--- src/rtl/double_dabble_seq_if.sv ---
// Request/result bundle for the sequential binary-to-BCD converter.
// The master drives start/bin and the slave (converter) returns busy/done/bcd.
interface double_dabble_seq_if #(
    parameter int WIDTH  = 8,
    parameter int DIGITS = 3
);
    logic                  start;
    logic [WIDTH-1:0]      bin;
    logic                  busy;
    logic                  done;
    logic [4*DIGITS-1:0]   bcd;
    logic [7:0]            bcd_lo;

    modport master (
        output start, bin,
        input  busy, done, bcd, bcd_lo
    );

    modport slave (
        input  start, bin,
        output busy, done, bcd, bcd_lo
    );
endinterface

--- src/rtl/double_dabble_seq.sv ---
// Sequential binary-to-BCD converter (shift-and-add-3), one shift per clock.
// A start taken in IDLE runs WIDTH adjust+shift iterations; the final scratch
// value lands in bcd together with a one-cycle done pulse.
module double_dabble_seq #(
    parameter int WIDTH  = 8,
    parameter int DIGITS = 3
) (
    input  logic               clk,
    input  logic               rst_n,
    double_dabble_seq_if.slave dd
);

    localparam int CW = $clog2(WIDTH + 1);
    localparam int BW = 4 * DIGITS;

    function automatic longint unsigned pow10(input int unsigned n);
        longint unsigned p;
        p = 64'd1;
        for (int unsigned i = 0; i < n; i++) begin
            p = p * 64'd10;
        end
        return p;
    endfunction

    localparam longint unsigned MAX_BIN = (64'd1 << WIDTH) - 64'd1;

    // Too few digits for the largest operand would silently truncate results.
    if (pow10(DIGITS) <= MAX_BIN) begin : g_digits_check
        $error("double_dabble_seq: DIGITS too small for WIDTH");
    end

    typedef enum logic {
        IDLE,
        CONV
    } state_t;

    state_t           state_q, state_d;
    logic [WIDTH-1:0] bin_sr_q, bin_sr_d;
    logic [BW-1:0]    scratch_q, scratch_d;
    logic [CW-1:0]    count_q, count_d;
    logic             busy_q, busy_d;
    logic             done_q, done_d;
    logic [BW-1:0]    bcd_q, bcd_d;
    logic [BW-1:0]    adjusted;

    // Next-state: accept in IDLE, otherwise adjust digits then shift once.
    always_comb begin
        state_d   = state_q;
        bin_sr_d  = bin_sr_q;
        scratch_d = scratch_q;
        count_d   = count_q;
        busy_d    = busy_q;
        done_d    = 1'b0;
        bcd_d     = bcd_q;
        adjusted  = scratch_q;
        case (state_q)
            IDLE: begin
                if (dd.start) begin
                    bin_sr_d  = dd.bin;
                    scratch_d = '0;
                    count_d   = CW'(WIDTH);
                    busy_d    = 1'b1;
                    state_d   = CONV;
                end
            end
            CONV: begin
                for (int unsigned i = 0; i < DIGITS; i++) begin
                    if (scratch_q[4*i +: 4] >= 4'd5) begin
                        adjusted[4*i +: 4] = scratch_q[4*i +: 4] + 4'd3;
                    end
                end
                // The adjusted scratch's top bit always drops out: a digit
                // never exceeds 9 after the final shift, so nothing is lost.
                {scratch_d, bin_sr_d} = {adjusted[BW-2:0], bin_sr_q, 1'b0};
                count_d = count_q - CW'(1);
                if (count_q == CW'(1)) begin
                    bcd_d   = scratch_d;
                    done_d  = 1'b1;
                    busy_d  = 1'b0;
                    state_d = IDLE;
                end
            end
            default: state_d = IDLE;
        endcase
    end

    // State and registered outputs; asynchronous clear aborts any conversion.
    always_ff @(posedge clk or negedge rst_n) begin
        if (!rst_n) begin
            state_q   <= IDLE;
            bin_sr_q  <= '0;
            scratch_q <= '0;
            count_q   <= '0;
            busy_q    <= 1'b0;
            done_q    <= 1'b0;
            bcd_q     <= '0;
        end else begin
            state_q   <= state_d;
            bin_sr_q  <= bin_sr_d;
            scratch_q <= scratch_d;
            count_q   <= count_d;
            busy_q    <= busy_d;
            done_q    <= done_d;
            bcd_q     <= bcd_d;
        end
    end

    assign dd.busy   = busy_q;
    assign dd.done   = done_q;
    assign dd.bcd    = bcd_q;
    assign dd.bcd_lo = bcd_q[7:0];

endmodule
--- src/flat_wrapper.sv ---
// flat-port wrapper written by rule: the top's interface ports become plain ports
module double_dabble_seq_flat 
#(
    parameter int WIDTH  = 8,
    parameter int DIGITS = 3
)
  (clk, rst_n, dd_start, dd_bin, dd_busy, dd_done, dd_bcd, dd_bcd_lo);
  double_dabble_seq_if #(.WIDTH(WIDTH), .DIGITS(DIGITS)) dd_i ();
  input  logic clk;
  input  logic rst_n;
  input wire logic [$bits(dd_i.start)-1:0] dd_start;
  input wire logic [$bits(dd_i.bin)-1:0] dd_bin;
  output wire logic [$bits(dd_i.busy)-1:0] dd_busy;
  output wire logic [$bits(dd_i.done)-1:0] dd_done;
  output wire logic [$bits(dd_i.bcd)-1:0] dd_bcd;
  output wire logic [$bits(dd_i.bcd_lo)-1:0] dd_bcd_lo;
  assign dd_i.start = dd_start;
  assign dd_i.bin = dd_bin;
  assign dd_busy = dd_i.busy;
  assign dd_done = dd_i.done;
  assign dd_bcd = dd_i.bcd;
  assign dd_bcd_lo = dd_i.bcd_lo;
  double_dabble_seq #(.WIDTH(WIDTH), .DIGITS(DIGITS)) u_core (.clk(clk), .rst_n(rst_n), .dd(dd_i));
endmodule
--- config.mk ---
export PLATFORM = sky130hd
export DESIGN_NAME = double_dabble_seq_flat
export DESIGN_NICKNAME = d
export VERILOG_FILES = /design/src/rtl/double_dabble_seq_if.sv /design/src/rtl/double_dabble_seq.sv /design/src/flat_wrapper.sv
export SDC_FILE = /design/constraint.sdc
export NUM_CORES = 1
export LEC_CHECK = 0
export CAP_MARGIN = 5
export CORE_MARGIN = 8
export CORE_UTILIZATION = 45
export DETAILED_ROUTE_END_ITERATION = 10
export GPL_TIMING_DRIVEN = 0
export PLACE_DENSITY_LB_ADDON = 0.25
export SYNTH_ARGS = -nofsm -noshare
export SYNTH_HDL_FRONTEND = slang
export SYNTH_SLANG_ARGS = --single-unit
--- constraint.sdc ---
create_clock -name clk -period 1.8 [get_ports clk]
set_input_delay 0.45 -clock clk [delete_from_list [all_inputs] [get_ports clk]]
set_output_delay 0.45 -clock clk [all_outputs]
set_load 0.02 [all_outputs]
# --- Yosys cells after proc, flatten, opt, wreduce, memory -nomap -nowiden ---
# Cells that the tools add are included.
totals:
  register_bits: 39
  inputBits: 11
  out_inout_bits: 22
op_classes:
  add_sub_neg: 4
  order_cmp: 3
  n_eq_ne: 3
  muxes: 17
  bitwise: 1
  n_reduce_logical: 2
ops:
  columns: ["operator", "count"]
  rows:
  - ["$pmux W12 S2", 1]
  - ["$pmux W8 S2", 1]
  - ["$ge A4 B3 Y1 const B", 3]
  - ["$mux W12", 1]
  - ["$mux W4", 3]
  - ["$add A4 B2 Y4 const B", 2]
  - ["$mux W8", 1]
  - ["$pmux W4 S2", 1]
  - ["$mux W1", 6]
  - ["$eq A4 B1 Y1 const B", 1]
  - ["$ne A2 B2 Y1 const B", 2]
  - ["$pmux W1 S2", 2]
  - ["$reduce_and A2 Y1", 2]
  - ["$sub A4 B1 Y4 const B", 1]
  - ["$add A3 B2 Y3 const B", 1]
  - ["$mux W3", 1]
  - ["$not A1 Y1", 1]

# --- Logic depth before layout (Yosys ltp) ---
logic_depth:
  depth_word: 3
  depth_mapped: 7
  mapped_depth_nobuf: 6

# --- Worst setup path before layout ---
# Ideal clock, no wire load.
synth_timing:
  kind: "register to register"
  startpoint: "register u_core.state_q"
  endpoint: "register u_core.bcd_q[10] (netlist: u_core.dd.bcd[10])"
  setup_ns: 0.127
  t_arrival_ns: 1.524
  required_time_ns: 1.673
  slack_ns: 0.148
  stages_incl_launch_ff: 7
  synth_period_minus_slack_ns: 1.652
  cell_sequence: "dfrtp_1 > buf_4 > inv_2 > or4b_1 > buf_4 > clkinv_4 > mux2_1"
synth_between:
  elab_chain_cells: 1
synth_lines:
  columns: ["element", "line_no", "rtl"]
  rows:
  - ["from (decl)", "double_dabble_seq.sv:37", "state_t state_q, state_d;"]
  - ["from (signal assigned)", "double_dabble_seq.sv:98", "state_q <= state_d;"]
  - ["$reduce_and A2 Y1 (no source line)", null, null]
  - ["to (signal assigned)", "double_dabble_seq.sv:96", "bcd_q <= '0;"]
  - ["to (signal assigned)", "double_dabble_seq.sv:104", "bcd_q <= bcd_d;"]
  - ["to (decl)", "double_dabble_seq.sv:43", "logic [BW-1:0] bcd_q, bcd_d;"]
# No other way between the ends.
# A chain may end at the register's enable or synchronous reset.

# --- Worst setup path in the final report ---
layout_timing:
  startpoint: "register u_core.bcd_q[2] (netlist: u_core.dd.bcd[2])"
  endpoint: "output port dd_bcd[2]"
layout_lines:
  columns: ["element", "line_no", "rtl"]
  rows:
  - ["to (decl)", "flat_wrapper.sv:15", "output wire logic [$bits(dd_i.bcd)-1:0] dd_bcd;"]
# No word-level cell between the ends.

==> impl_results.md <==
* Slowest cell on the critical path: clkdlybuf4s50_1
* GR met2 Demand/Resource at 0.203
* Setup-failing EPs final at 0
* DP Wirelength at 2660 um
* Fill cells at 369
* RePlAce Congestion at 0.762
* CTS clk-pin slew, worst paths at 70 ps
* Synthesized Nets at 204
* N_diodes at 0
* Worst VDD drop at 0.000754 V
* Buffers and inverters on the worst path at 1
* Wirelength per Cell at 13.2 um
* Slowest Stage Delay on Critical Path at 620 ps
* Worst-Skew Late Latency at 280 ps
* Final Hold Viols at 0
* Area growth, synth to finish at 24.8%
* Reg2Reg Depth at 6
* Max cap viols at 0
* Critical path launch point type: register
* Ys Warns at 0
* Post-route ant nets at 0
* Instance count on the critical path at 1
* CP Data Arrival Time at 1270 ps
* Most frequent cells in the layout: dfrtp_1, nand2_1, clkdlybuf4s50_1, o21ai_0
* Final Net Count at 244
* PD cells at 1810 mW/mm2
* WL final at 3630 um
* Total GRT Usage at 0.124
* Vias per inst at 5.13
* Grt peak-use layer: met2
* Slew Limit Fails at 0
* Vias in the first global route at 1470
* TritonCTS Buffers at 5
* M3 GR Usage at 0.0287
* Mapped Area at 0.00189 mm2
* Sequential area share after synthesis at 0.517
* Crit-path leading delay family: buffers and inverters
* Initial core utilization at 0.468
* Violation count after the first detailed-route iteration at 45
* Post-synth EDFFs at 0
* Slew HR at 0.425
* Clock sink count at 39
* First-pass GRT wire length at 6530 um
* Root Driver: clkbuf_8
* M1 GR Usage at 0.152
* FF+latch count, synth at 39
* Syn Area/Cell at 10.2 um2
* Async set or reset register ratio after synthesis at 1.00
* Post-route DRC at 0
* Initial antenna violation count at 0
* LEAKAGE at 1.10 nW
* Min-delay worst type: in -> async
* Setup repair after global routing missed its margin: false
* Setup crit end kind: primary output
* Drt pass-1 iters at 4
* Max Buffers Root-to-Sink at 2
* Worst hold slack at 274 ps
* Critical path type: reg -> out
* Cell variety after synth at 29
* Core region area at 0.00403 mm2
* Worst-path maximum fanout at 3
* Final core occ at 0.584
* Most common cell after layout, fill and taps aside: dfrtp_1
* Post-Synthesis Cells at 185
* Grt ovf at 0
* Largest net degree at the start of global routing at 40
* Fmax at 0.580 GHz
* Top-level I/O count at 33
* Worst-path cell chain: clkdlybuf4s50_1
* Worst endpoint required time at 1350 ps
* Htree depth at 2
* Layout Skew at 4.57 ps
* Die Ht at 80.8 um
* Die area at 0.00652 mm2
* Outcome: completed
* Rows at 23
* Vias at 1411
* CTS tree: yes
* Hold buffers post-CTS at 0
* Most common flop cell mapped by yosys: dfrtp_1
* Share of layout cells above drive strength 1 at 0.116
* Fin crit share at 0.958
* Die W at 80.8 um
* Port bufs at 31
* Fin crit period at 1720 ps
* Worst-margin pin slew at 863 ps
timing repair:
| item | CTS | global route |
|---|---|---|
| endpoints found under the setup margin | 8 | 3 |
| cloned | 0 | 0 |
| gates resized for setup | 8 | 2 |
| buffers inserted | 0 | 2 |
| pin swaps | 0 | 0 |
layout make-up:
type / instances / area [um2] / share of cell area
tap: 50 / 62.6 / 0.0266
multi-input combinational: 118 / 754 / 0.320
inverter: 10 / 42.5 / 0.0181
clock buffer: 6 / 82.6 / 0.0351
clock inverter: 1 / 5.00 / 0.00213
buffer: 18 / 121 / 0.0515
sequential: 39 / 976 / 0.414
timing repair buffer: 33 / 310 / 0.132
final timing paths:
path	endpoint	slack [ps]	from
setup reg to reg	u_core.dd.bcd[6]$_DFFE_PN0P_	80	u_core.count_q[1]$_DFFE_PN0P_
min in group clk	u_core.bin_sr_q[1]$_DFFE_PN0P_	480	u_core.bin_sr_q[0]$_DFFE_PN0P_
max in group asynchronous	u_core.dd.bcd[2]$_DFFE_PN0P_	990	rst_n
setup / recovery	dd_bcd[2]	80	u_core.dd.bcd[2]$_DFFE_PN0P_
hold reg to reg	u_core.bin_sr_q[1]$_DFFE_PN0P_	480	u_core.bin_sr_q[0]$_DFFE_PN0P_
hold / removal	u_core.dd.done$_DFF_PN0_	270	rst_n
cells in the mapped netlist, types with 2 or more instances:
cell,number,area (um2)
dfrtp_1,39,976
nand2_1,29,109
o21ai_0,11,55.1
a21oi_1,10,50.1
buf_4,10,75.1
mux2i_1,10,100
o22ai_1,9,56.3
ha_1,8,100
inv_1,8,30.0
o21ai_1,7,35.0
clkbuf_1,6,22.5
nor3b_1,6,45.0
xnor2_1,5,43.8
nor2_1,4,15.0
nor3_1,4,20.0
mux2_1,3,33.8
nand2b_1,3,18.8
a21o_1,2,15.0
flip-flops by register name, summed over array words and instances (netlist names):
register          count
u_core.dd.done        1
u_core.bin_sr_q       8
u_core.count_q        4
u_core.dd.bcd        12
u_core.dd.busy        1
u_core.state_q        1
u_core.scratch_q     12
per-layer routing:
metal	up-vias	part of all wire
li1	702	-
met1	677	0.46
met2	25	0.47
met3	7	0.051
met4	0	0.016
met5	-	0
where the power goes:
part / switching, W / internal [W] / leakage, nW
Sequential: 0.000274 / 0.00126 / 0.494
Clock: 0.000283 / 0.000300 / 0.0470
Combinational: 0.00112 / 0.00103 / 0.557
Total: 0.00167 / 0.00259 / 1.10
kinds of logic after synthesis:
family,synth area share
AND/OR/NAND/NOR,0.121
AO/OA/AOI/OAI,0.125
flip-flops,0.517
buffers and inverters,0.0829
multiplexers,0.0769
adder cells (fa/ha/maj),0.0531
XOR/XNOR,0.0232
metrics by stage:
stage                     TNS, ps  setup slack [ps]  cell area (um2)  cells  power (W)
after floorplan                 0               148             1890    185    0.00301
after CTS                       0              27.4             2330    273    0.00429
after global placement     -26350              -677             2260    266    0.00370
after global routing            0              5.51             2350    275    0.00463
after detailed placement        0              41.7             2250    266    0.00375
final                           0              75.6             2350    275    0.00427
Power figures use the tool's default switching activity.
